--- config.mk ---
export PLATFORM = sky130hd
export DESIGN_NAME = fifo_wr_arbiter_flat
export DESIGN_NICKNAME = d
export VERILOG_FILES = /design/src/rtl/fifo_wr_arbiter_if.sv /design/src/rtl/fifo_wr_arbiter.sv /design/src/flat_wrapper.sv
export SDC_FILE = /design/constraint.sdc
export NUM_CORES = 1
export LEC_CHECK = 0
export CORE_MARGIN = 2
export CORE_UTILIZATION = 37
export DETAILED_ROUTE_END_ITERATION = 8
export GPL_TIMING_DRIVEN = 0
export HOLD_SLACK_MARGIN = 0.02
export PLACE_DENSITY = 0.8
export SLEW_MARGIN = 10
export SYNTH_ARGS = -nofsm -noshare
export SYNTH_HDL_FRONTEND = slang
export SYNTH_SLANG_ARGS = --single-unit
--- constraint.sdc ---
create_clock -name wclk -period 2.7 [get_ports wclk]
set_input_delay 0.405 -clock wclk [delete_from_list [all_inputs] [get_ports wclk]]
set_output_delay 0.405 -clock wclk [all_outputs]
set_load 0.01 [all_outputs]
--- src/rtl/fifo_wr_arbiter_if.sv ---
// Write-side bus of the FIFO write arbiter: requester handshake, read-pointer
// feedback and the FIFO memory write port, grouped for a single port list.
interface fifo_wr_arbiter_if #(
    parameter int ADRRSIZE = 3,
    parameter int DATASIZE = 8,
    parameter int NREQ     = 4
);
    logic [NREQ-1:0]          req;
    logic [NREQ*DATASIZE-1:0] req_data;
    logic [ADRRSIZE:0]        wq2_rptr;
    logic [NREQ-1:0]          grant;
    logic [NREQ-1:0]          ack;
    logic                     winc;
    logic [DATASIZE-1:0]      wdata;
    logic [ADRRSIZE-1:0]      waddr;
    logic [ADRRSIZE:0]        wptr_gray;
    logic                     wfull;

    // Requester / environment side
    modport master (
        output req, req_data, wq2_rptr,
        input  grant, ack, winc, wdata, waddr, wptr_gray, wfull
    );

    // Arbiter side
    modport slave (
        input  req, req_data, wq2_rptr,
        output grant, ack, winc, wdata, waddr, wptr_gray, wfull
    );
endinterface

--- src/rtl/fifo_wr_arbiter.sv ---
// Round-robin write arbiter in front of an async FIFO write port. One requester
// owns the port per burst (at most MAXBURST words); an IDLE cycle separates
// bursts and is the only re-arbitration point. Also keeps the binary/Gray write
// pointers and the registered full flag.
module fifo_wr_arbiter #(
    parameter int ADRRSIZE = 3,
    parameter int DATASIZE = 8,
    parameter int NREQ     = 4,
    parameter int MAXBURST = 4
) (
    input  logic              wclk,
    input  logic              wrst,
    fifo_wr_arbiter_if.slave  bus
);
    localparam int IDXW = (NREQ > 1) ? $clog2(NREQ) : 1;
    localparam int CNTW = $clog2(MAXBURST + 1);

    localparam logic [0:0] ST_IDLE  = 1'b0;
    localparam logic [0:0] ST_BURST = 1'b1;

    localparam logic [CNTW-1:0] CNT_LAST = CNTW'(MAXBURST - 1);
    localparam logic [IDXW-1:0] IDX_INIT = IDXW'(NREQ - 1);

    // Binary to reflected-Gray conversion for the write pointer
    function automatic logic [ADRRSIZE:0] bin2gray(input logic [ADRRSIZE:0] b);
        return (b >> 1) ^ b;
    endfunction

    logic [0:0]          state_r;
    logic [NREQ-1:0]     grant_r;
    logic [IDXW-1:0]     last_r;
    logic [CNTW-1:0]     cnt_r;
    logic [ADRRSIZE:0]   wbin_r;
    logic [ADRRSIZE:0]   wptr_gray_r;
    logic                wfull_r;

    logic [IDXW-1:0]     pick_idx_s;
    logic                pick_vld_s;
    logic [IDXW-1:0]     cand_s;
    logic                req_g_s;
    logic                winc_s;
    logic [DATASIZE-1:0] wdata_s;
    logic [ADRRSIZE:0]   wbinnext_s;
    logic [ADRRSIZE:0]   wgnext_s;
    logic                wfull_next_s;

    // Round-robin search starting one past the last granted requester
    always_comb begin
        pick_idx_s = last_r;
        pick_vld_s = 1'b0;
        cand_s     = last_r;
        for (int k = 1; k <= NREQ; k++) begin
            cand_s     = IDXW'((int'(last_r) + k) % NREQ);
            pick_idx_s = (!pick_vld_s && bus.req[cand_s]) ? cand_s : pick_idx_s;
            pick_vld_s = pick_vld_s | bus.req[cand_s];
        end
    end

    // Write enable, data mux and next-pointer / full computation
    always_comb begin
        req_g_s = |(bus.req & grant_r);
        winc_s  = (state_r == ST_BURST) && req_g_s && !wfull_r;
        wdata_s = {DATASIZE{1'b0}};
        for (int i = 0; i < NREQ; i++) begin
            wdata_s = wdata_s | (bus.req_data[i*DATASIZE +: DATASIZE] & {DATASIZE{grant_r[i]}});
        end
        wbinnext_s   = wbin_r + {{ADRRSIZE{1'b0}}, winc_s};
        wgnext_s     = bin2gray(wbinnext_s);
        wfull_next_s = (wgnext_s == {~bus.wq2_rptr[ADRRSIZE:ADRRSIZE-1],
                                     bus.wq2_rptr[ADRRSIZE-2:0]});
    end

    // Ownership FSM: grant on entry to BURST, release at burst limit or request drop
    always_ff @(posedge wclk or posedge wrst) begin
        if (wrst) begin
            state_r <= ST_IDLE;
            grant_r <= {NREQ{1'b0}};
            last_r  <= IDX_INIT;
            cnt_r   <= {CNTW{1'b0}};
        end else begin
            case (state_r)
                ST_IDLE: begin
                    if (pick_vld_s) begin
                        state_r <= ST_BURST;
                        grant_r <= NREQ'(1'b1) << pick_idx_s;
                        last_r  <= pick_idx_s;
                        cnt_r   <= {CNTW{1'b0}};
                    end else begin
                        grant_r <= {NREQ{1'b0}};
                    end
                end
                ST_BURST: begin
                    if (!req_g_s) begin
                        state_r <= ST_IDLE;
                        grant_r <= {NREQ{1'b0}};
                    end else if (winc_s) begin
                        cnt_r <= cnt_r + {{(CNTW-1){1'b0}}, 1'b1};
                        if (cnt_r == CNT_LAST) begin
                            state_r <= ST_IDLE;
                            grant_r <= {NREQ{1'b0}};
                        end else begin
                            state_r <= ST_BURST;
                        end
                    end else begin
                        // FIFO full: hold grant and count until space frees up
                        state_r <= ST_BURST;
                    end
                end
                default: begin
                    state_r <= ST_IDLE;
                    grant_r <= {NREQ{1'b0}};
                    cnt_r   <= {CNTW{1'b0}};
                end
            endcase
        end
    end

    // Write pointers and pessimistic full flag
    always_ff @(posedge wclk or posedge wrst) begin
        if (wrst) begin
            wbin_r      <= {(ADRRSIZE+1){1'b0}};
            wptr_gray_r <= {(ADRRSIZE+1){1'b0}};
            wfull_r     <= 1'b0;
        end else begin
            wbin_r      <= wbinnext_s;
            wptr_gray_r <= wgnext_s;
            wfull_r     <= wfull_next_s;
        end
    end

    assign bus.grant     = grant_r;
    assign bus.winc      = winc_s;
    assign bus.ack       = winc_s ? grant_r : {NREQ{1'b0}};
    assign bus.wdata     = wdata_s;
    assign bus.waddr     = wbin_r[ADRRSIZE-1:0];
    assign bus.wptr_gray = wptr_gray_r;
    assign bus.wfull     = wfull_r;

endmodule

--- src/flat_wrapper.sv ---
// flat-port wrapper written by rule: the top's interface ports become plain ports
module fifo_wr_arbiter_flat 
#(
    parameter int ADRRSIZE = 3,
    parameter int DATASIZE = 8,
    parameter int NREQ     = 4,
    parameter int MAXBURST = 4
)
  (wclk, wrst, bus_req, bus_req_data, bus_wq2_rptr, bus_grant, bus_ack, bus_winc, bus_wdata, bus_waddr, bus_wptr_gray, bus_wfull);
  fifo_wr_arbiter_if #(.ADRRSIZE(ADRRSIZE), .DATASIZE(DATASIZE), .NREQ(NREQ)) bus_i ();
  input  logic wclk;
  input  logic wrst;
  input wire logic [$bits(bus_i.req)-1:0] bus_req;
  input wire logic [$bits(bus_i.req_data)-1:0] bus_req_data;
  input wire logic [$bits(bus_i.wq2_rptr)-1:0] bus_wq2_rptr;
  output wire logic [$bits(bus_i.grant)-1:0] bus_grant;
  output wire logic [$bits(bus_i.ack)-1:0] bus_ack;
  output wire logic [$bits(bus_i.winc)-1:0] bus_winc;
  output wire logic [$bits(bus_i.wdata)-1:0] bus_wdata;
  output wire logic [$bits(bus_i.waddr)-1:0] bus_waddr;
  output wire logic [$bits(bus_i.wptr_gray)-1:0] bus_wptr_gray;
  output wire logic [$bits(bus_i.wfull)-1:0] bus_wfull;
  assign bus_i.req = bus_req;
  assign bus_i.req_data = bus_req_data;
  assign bus_i.wq2_rptr = bus_wq2_rptr;
  assign bus_grant = bus_i.grant;
  assign bus_ack = bus_i.ack;
  assign bus_winc = bus_i.winc;
  assign bus_wdata = bus_i.wdata;
  assign bus_waddr = bus_i.waddr;
  assign bus_wptr_gray = bus_i.wptr_gray;
  assign bus_wfull = bus_i.wfull;
  fifo_wr_arbiter #(.ADRRSIZE(ADRRSIZE), .DATASIZE(DATASIZE), .NREQ(NREQ), .MAXBURST(MAXBURST)) u_core (.wclk(wclk), .wrst(wrst), .bus(bus_i));
endmodule
**After elaboration in Yosys (flattened, before gate mapping)**

Index checks and enable logic that the tools add are counted.

- Magnitude comparators: 4
- Mux-type cells: 27
- Shifts and indexed selects: 1
- Add/sub/neg operators: 6
- Bitwise gates (word level): 14
- Reduce and logical (&&, ||, !) cells: 13
- Eq/ne operators: 7

Operators by type and width:

| operator | number |
|---|---|
| $and A8 B8 Y8 | 4 |
| $or A8 B8 Y8 | 3 |
| $mux W4 | 5 |
| $lt A2 B3 Y1 const B | 4 |
| $mux W3 | 3 |
| $bmux W1 S2 | 4 |
| $mux W1 | 8 |
| $mux W2 | 4 |
| $pmux W4 S2 | 1 |
| $ne A3 B3 Y1 const B | 2 |
| $pmux W3 S2 | 1 |
| $logic_and A1 B1 Y1 | 5 |
| $add A2 B1 Y2 const B | 2 |
| $add A2 B2 Y2 const B | 2 |
| $add A4 B1 Y4 | 1 |
| $and A4 B4 Y4 | 1 |
| $eq A4 B4 Y1 | 1 |
| $logic_not A1 Y1 | 4 |
| $ne A2 B2 Y1 const B | 2 |
| $reduce_and A2 Y1 | 2 |
| $reduce_or A4 Y1 | 1 |
| $shl A1 B2 Y4 const A | 1 |
| $xor A3 B4 Y4 | 1 |
| $add A3 B1 Y3 const B | 1 |
| other kinds (7) | 9 |

- Bits in registers: 19
- Output and inout port bits: 25

**Depth between registers and ports, before layout**

Gate-level depths: netlist (run 1).

- Word-level depth: 11
- Gate-level depth with buffers: 8
- Depth with buffers taken out: 8

**Worst setup path after synthesis (run 1)**

OpenSTA, ideal clock, no wires.

- Path kind: register to register
- Start: register u_core.grant_r[2] (netlist: u_core.bus.grant[2])
- End: register u_core.wfull_r (netlist: u_core.bus.wfull)
- Path buffers: 0
- Data arrival time: 2.381 ns
- Data required time: 2.613 ns
- Setup time: 0.087 ns
- Period minus slack after synthesis: 2.468 ns
- Path slack: 0.232 ns
- Cell stages (with the launch flop): 9
- Cell sequence: dfrtp_1 > a22oi_1 > a211oi_2 > ha_1 > ha_1 > xor2_2 > xor2_1 > or3_1 > a211oi_2

- Word-level cells in the longest chain between the ends: 7

Ends and longest elaborated chain:

| element | RTL line | text |
|---|---|---|
| start: declaration | fifo_wr_arbiter.sv:30 | `logic [NREQ-1:0] grant_r;` |
| start signal: assignment | fifo_wr_arbiter.sv:77 | `grant_r <= {NREQ{1'b0}};` |
| start signal: assignment | fifo_wr_arbiter.sv:85 | `grant_r <= NREQ'(1'b1) << pick_idx_s;` |
| start signal: assignment | fifo_wr_arbiter.sv:89 | `grant_r <= {NREQ{1'b0}};` |
| $and A4 B4 Y4 | fifo_wr_arbiter.sv:61 | `req_g_s = \|(bus.req & grant_r);` |
| $reduce_or A4 Y1 | fifo_wr_arbiter.sv:61 |  |
| $logic_and A1 B1 Y1 (2 in series) | fifo_wr_arbiter.sv:62 | `winc_s = (state_r == ST_BURST) && req_g_s && !wfull_r;` |
| named net bus_winc | flat_wrapper.sv:18 | `output wire logic [$bits(bus_i.winc)-1:0] bus_winc;` |
| $add A4 B1 Y4 | fifo_wr_arbiter.sv:67 | `wbinnext_s = wbin_r + {{ADRRSIZE{1'b0}}, winc_s};` |
| named net u_core.wbinnext_s[2] | fifo_wr_arbiter.sv:43 | `logic [ADRRSIZE:0] wbinnext_s;` |
| $xor A3 B4 Y4 | fifo_wr_arbiter.sv:26 | `return (b >> 1) ^ b;` |
| $eq A4 B4 Y1 | fifo_wr_arbiter.sv:69 | `wfull_next_s = (wgnext_s == {~bus.wq2_rptr[ADRRSIZE:ADRRSIZE-1],` |
| named net u_core.wfull_next_s | fifo_wr_arbiter.sv:45 | `logic wfull_next_s;` |
| end signal: assignment | fifo_wr_arbiter.sv:127 | `wfull_r <= wfull_next_s;` |
| end: declaration | fifo_wr_arbiter.sv:35 | `logic wfull_r;` |

The timed path passes the listed nets, and every way through them passes these cells.
A chain may end at the register's enable or synchronous reset.

**Final worst setup path (run 1)**

- Start: input port bus_req[0]
- End: register u_core.wfull_r (netlist: u_core.bus.wfull)

- Word-level cells in the longest chain between the ends: 7

Ends and longest elaborated chain:

| element | RTL line | text |
|---|---|---|
| start: declaration | flat_wrapper.sv:13 | `input wire logic [$bits(bus_i.req)-1:0] bus_req;` |
| $and A4 B4 Y4 | fifo_wr_arbiter.sv:61 |  |
| $reduce_or A4 Y1 | fifo_wr_arbiter.sv:61 |  |
| $logic_and A1 B1 Y1 (2 in series) | fifo_wr_arbiter.sv:62 |  |
| $add A4 B1 Y4 | fifo_wr_arbiter.sv:67 |  |
| named net u_core.wbinnext_s[2] | fifo_wr_arbiter.sv:43 |  |
| $xor A3 B4 Y4 | fifo_wr_arbiter.sv:26 |  |
| $eq A4 B4 Y1 | fifo_wr_arbiter.sv:69 |  |
| named net u_core.wfull_next_s | fifo_wr_arbiter.sv:45 |  |

The timed path passes the listed nets, and every way through them passes these cells.

==> results of run 1 <==
## Yosys cell counts, types with 2 or more instances
master,instances,area share (%)
dfrtp_1,16,37
a221oi_1,2,1.6
clkbuf_1,4,1.4
ha_1,4,4.6
a22o_1,2,1.6
a32o_1,2,1.8
dfstp_2,2,4.8
a22oi_1,18,12
or2_2,2,1.2
xor2_1,4,3.2
inv_1,5,1.7
a211oi_2,2,2.3
nor2_1,3,1.0
nand3_1,2,0.92
xnor2_1,6,4.8
a21oi_1,3,1.4
nand2_1,12,4.1
nand2b_1,3,1.7
o21ai_0,4,1.8
and2_1,4,2.3
## registers in the layout, summed over array words and instances, names as in the netlist
name / flops
u_core.bus.grant: 4
u_core.bus.wfull: 1
u_core.bus.wptr_gray: 3
u_core.cnt_r: 3
u_core.last_r: 2
u_core.state_r: 1
u_core.wbin_r: 4
## what timing repair did
item                       CTS  global route
setup endpoints to repair    6             5
pin swaps                    1             1
resized for setup            5             3
buffers inserted             2             1
## power by group
| group | total [µW] | leakage [µW] | switching (µW) | internal, µW |
|---|---|---|---|---|
| registers | 513 | 0.000225 | 107 | 405 |
| logic | 1270 | 0.000547 | 591 | 682 |
| clock network | 136 | 0.0000150 | 78.7 | 57.3 |
| total | 1920 | 0.000788 | 777 | 1140 |
## per-stage QoR
stage	cell area (µm²)	setup WS (ns)	cells	total power, µW
floorplan	1090	0.232	110	1160
global placement	1790	-0.478	207	1680
detailed placement	1790	-0.589	207	1730
CTS	1850	0.0148	213	1920
global route	1860	0.161	214	2060
finish	1860	0.308	214	1920
## worst paths after layout
path / startpoint / end / slack [ns] / cells after the start
min in group wclk: u_core.cnt_r[2] / u_core.cnt_r[2] / 0.54 / 2
min: wrst / u_core.wbin_r[3] / 0.50 / 2
max reg2reg: u_core.bus.grant[2] / u_core.bus.wfull / 0.34 / 8
max: bus_req[0] / u_core.bus.wfull / 0.31 / 9
min reg2reg: u_core.cnt_r[2] / u_core.cnt_r[2] / 0.54 / 2
max in group asynchronous: wrst / u_core.state_r / 1.77 / 2
## worst max-delay path: stages
cell and delay (ns):
dlygate4sd2_1 0.30, a22oi_2 0.15, a211oi_4 0.29, ha_2 0.26, ha_1 0.22, xor2_2 0.25
xor2_1 0.13, or3_1 0.38, a211oi_2 0.22
## routing by layer
| layer | wire length [µm] | vias up |
|---|---|---|
| li1 | - | 555 |
| met1 | 1380 | 563 |
| met2 | 1620 | 61 |
| met3 | 351 | 2 |
| met4 | 7 | 0 |
| met5 | 0 | - |
## cell type report
cell class                      instances  share of cell area [%]
Buffer                                  4                   0.807
Clock buffer                            4                    1.41
Inverter                                5                    1.01
Multi-Input combinational cell         83                    33.3
Sequential cell                        18                    24.3
Tap cell                               31                    2.08
Timing Repair Buffer                   69                    37.1
## cells by family (layout without fill, tap and decap cells)
group	Yosys count	count (layout)
mux	1	1
fa+ha+maj	4	4
simple gates	28	28
xor+xnor	11	11
compound gates	39	39
flops	18	18
buf+inv	9	82
==> flow_summary.yaml, run 1 <==
clock_network:
  postCtsHoldBufs: 0
  cts_tree: "built"
  cts_buffer_depth: 2
  cts_buffers: 3
  worstSkewPairLatency_ns: 0.29
  cts_sinks: 18
  h-tree-depth: 1
  cts.clk_slew.worst_paths_ns: 0.10
  cts_root_buf: "clkbuf_4"
grt:
  grt_max_degree: 19
  antenna_found_initial: 0
  grt_use_met1_pct: 22.9
  grt_pass1_vias: 1224
  grt_first_pass_wirelength_mm: 5.37
  grtUsageTotal_pct: 20.3
  use_met2_pct: 36.9
  grt_overflow_total: 0
  grtUsageMet3_pct: 5.58
  top_usage_layer: "met2"
synthesis:
  syn_area_mm2: 0.00109
  synth-xor-area-share_pct: 9.56
  postSynthAreaPerCell_um2: 9.87
  synthMuxAreaShare_pct: 0.922
  ys.flop_type: "dfrtp_1"
  synth_fp_nets: 156
  synth_compound_area_share_pct: 27.6
  seq_area_frac_synth_pct: 41.7
  synth_fa_ha_area_share_pct: 4.61
  synth_top_family_by_area: "compound AO/OA/AOI/OAI gates"
  synth_edf_count: 0
  async_reset_ff_share_pct: 100
  ys_warn_count: 0
  yosysUniqueCellTypes: 30
  synth-simple-area-share_pct: 12.4
  synth_seq_cells: 18
  postSynthCellCount: 110
critical_path:
  startpoint_type: "input pin"
  worstSetupEndpointType: "flop"
  cp.required_ns: 2.91
  path_class: "input pin to flop"
  cp_max_fo: 5
  cp.arrival_ns: 2.61
final_layout:
  ff_latch_area_um2: 453
  drive_gt1_share_pct: 8.74
  most-common-layout-cells: "62 x clkdlybuf4s50_1, 16 x a22oi_1, 16 x dfrtp_1"
  multi_input_area_um2: 619
  nets: 230
  syn_to_final_growth_pct: 71.3
  layout_commonest_cell: "clkdlybuf4s50_1"
  antenna_cells: 0
  utilization_pct: 66.9
  num-fill-cells: 253
placed_design:
  place_congestion: 0.785
  io_buffer_count: 66
  hpwlAfterDp_mm: 2.70
drt:
  firstDrtPassIters: 4
  drc: 0
  vias: 1181
  totalWireLength_mm: 3.36
  via_per_inst: 5.52
  wire_per_inst_um: 15.7
  drt-initial-drc-count: 31
  ant_nets: 0
timing:
  worst_pin_slew_ns: 0.663
  max_freq_mhz: 418
  slew_viol_final: 0
  rsz0062_at_grt: "false"
  finalSetupTns_ns: 0
  slew_headroom_pct: 55.8
  whs_ns: 0.501
  period_needed_ns: 2.39
  hold_violations: 0
  fin_crit_sh_pct: 88.6
  finalClockSkew_ns: 0.00942
  setup_viol: 0
floorplanning:
  io_pins: 67
  die_h_um: 58.2
  die_x_um: 58.2
  core_area_mm2: 0.00278
  initial_core_util_pct: 39.0
  row_count: 19
  fp.dieArea_mm2: 0.00338
power:
  ir_worst_vdd_uv: 798
  cellLeakagePower_uw: 0.000788
  powerDensity_mw_per_mm2: 1030
flow_run:
  maxCapViolations: 0
hold_path:
  hold_path_class: "input pin to asynchronous set/reset pin"
status:
  status: "complete, no violations"
Note: power is estimated with default switching activity, not from simulation.
==> inputs of run 2 (changes only) <==
CORE_MARGIN = 3   (was 2)
SLEW_MARGIN = default   (was 10)
==> flow_summary.yaml, run 2 (synthesis gave the netlist of run 1 again) <==
floorplanning:
  die_x_um: 60.2
  io_pins: 67
  core_area_mm2: 0.00278
  die_h_um: 60.2
  row_count: 19
  initial_core_util_pct: 39.0
  fp.dieArea_mm2: 0.00362
timing:
  fin_crit_sh_pct: 88.3
  slew_headroom_pct: 55.0
  setup_viol: 0
  period_needed_ns: 2.38
  finalSetupTns_ns: 0
  slew_viol_final: 0
  hold_violations: 0
  worst_pin_slew_ns: 0.675
  max_freq_mhz: 419
  rsz0062_at_grt: "false"
  whs_ns: 0.503
  finalClockSkew_ns: 0.00121
critical_path:
  worstSetupEndpointType: "primary output"
  timing.rr.end: "u_core.bus.wfull"
  worst_r2r_path_depth: 8
  crit_path_cell_trace: "a22oi_2 > a211oi_4 > buf_4 > and2_1 > clkdlybuf4s50_1"
  cp.arrival_ns: 1.98
  startpoint_type: "flop"
  cp_max_fo: 4
  crit_slowest_cell: "clkdlybuf4s50_1"
  cp.required_ns: 2.30
  r2r_start: "u_core.bus.grant[2]"
  critical_path_depth: 5
  ff2ff_setup_slack_ns: 0.39
  path_class: "flop to primary output"
  max_stage_delay_ns: 0.54
  path_buf_inv: 2
  crit_family: "buffers and inverters"
drt:
  ant_nets: 0
  via_per_inst: 5.38
  firstDrtPassIters: 4
  totalWireLength_mm: 3.39
  drc: 0
  vias: 1157
  drt-initial-drc-count: 77
  wire_per_inst_um: 15.8
power:
  power_uw: 1950
  ir_worst_vdd_uv: 810
  powerDensity_mw_per_mm2: 1040
  cellLeakagePower_uw: 0.000807
final_layout:
  multi_input_area_um2: 619
  utilization_pct: 67.7
  syn_to_final_growth_pct: 73.3
  most-common-layout-cells: "62 x clkdlybuf4s50_1, 16 x a22oi_1, 16 x dfrtp_1"
  num-fill-cells: 234
  antenna_cells: 0
  layout_commonest_cell: "clkdlybuf4s50_1"
  fin_area_mm2: 0.00188
  nets: 231
  ff_latch_area_um2: 453
  drive_gt1_share_pct: 9.78
clock_network:
  cts_root_buf: "clkbuf_4"
  worstSkewPairLatency_ns: 0.29
  cts_buffers: 3
  cts_sinks: 18
  h-tree-depth: 1
  cts_tree: "built"
  cts.clk_slew.worst_paths_ns: 0.10
  postCtsHoldBufs: 0
  cts_buffer_depth: 2
hold_path:
  hold_path_class: "input pin to asynchronous set/reset pin"
status:
  status: "complete, no violations"
placed_design:
  io_buffer_count: 66
  hpwlAfterDp_mm: 2.64
  placed_area_mm2: 0.00179
  place_congestion: 0.853
flow_run:
  maxCapViolations: 0
grt:
  grtUsageTotal_pct: 18.4
  antenna_found_initial: 0
  grt_max_degree: 19
  grt_overflow_total: 0
  grt_first_pass_wirelength_mm: 4.94
  grt_pass1_vias: 1077
run 2: cell count changes in the layout (fill, tap and decap cells not counted):
cell            delta
buf_4              +1
clkbuf_1           -1
clkbuf_8           +1
dlygate4sd2_1      -1
dlymetal6s2s_1     +1
run 2: final cells by class:
| type | count | share of cell area [%] |
|---|---|---|
| Sequential cell | 18 | 24.1 |
| Timing Repair Buffer | 70 | 37.2 |
| Buffer | 4 | 0.798 |
| Multi-Input combinational cell | 83 | 32.9 |
| Inverter | 5 | 0.997 |
| Clock buffer | 4 | 1.93 |
| Tap cell | 31 | 2.06 |
run 2: how the worst max path moves through the flow:
| stage | start | to | slack, ns |
|---|---|---|---|
| CTS | bus_req[0] | bus_ack[1] | 0.007 |
| global placement | bus_req[2] | u_core.bus.wfull | -0.48 |
| detailed placement | bus_req[2] | u_core.bus.wfull | -0.57 |
| floorplan | u_core.bus.grant[2] | u_core.bus.wfull | 0.23 |
| finish | u_core.bus.grant[2] | bus_ack[1] | 0.32 |
| global route | u_core.bus.grant[2] | bus_ack[1] | 0.24 |
run 2: stage by stage:
step,std cells,worst slack (ns)
floorplan,110,0.232
global placement,207,-0.484
detailed placement,207,-0.568
CTS,214,0.00705
global route,215,0.238
finish,215,0.315
run 2: per-layer routing:
metal	vias to the layer above	GRT usage [%]	part of all wire [%]
li1	557	-	-
met1	536	21.0	38
met5	-	0	0
met4	0	6.65	0.91
met2	60	32.7	47
met3	4	4.54	14
run 2: where the power goes:
part / total, µW / internal [µW] / leakage, µW / switching [µW]
combinational: 1280 / 692 / 0.000560 / 587
clock: 164 / 82.1 / 0.0000210 / 82.4
sequential: 508 / 405 / 0.000225 / 103
total: 1950 / 1180 / 0.000807 / 773
run 2: repair_timing:
action | 4_1_cts | 5_1_grt
gates resized for setup | 4 | 4
buffers inserted | 3 | 1
pin swaps | 1 | 2
setup endpoints to repair | 6 | 5
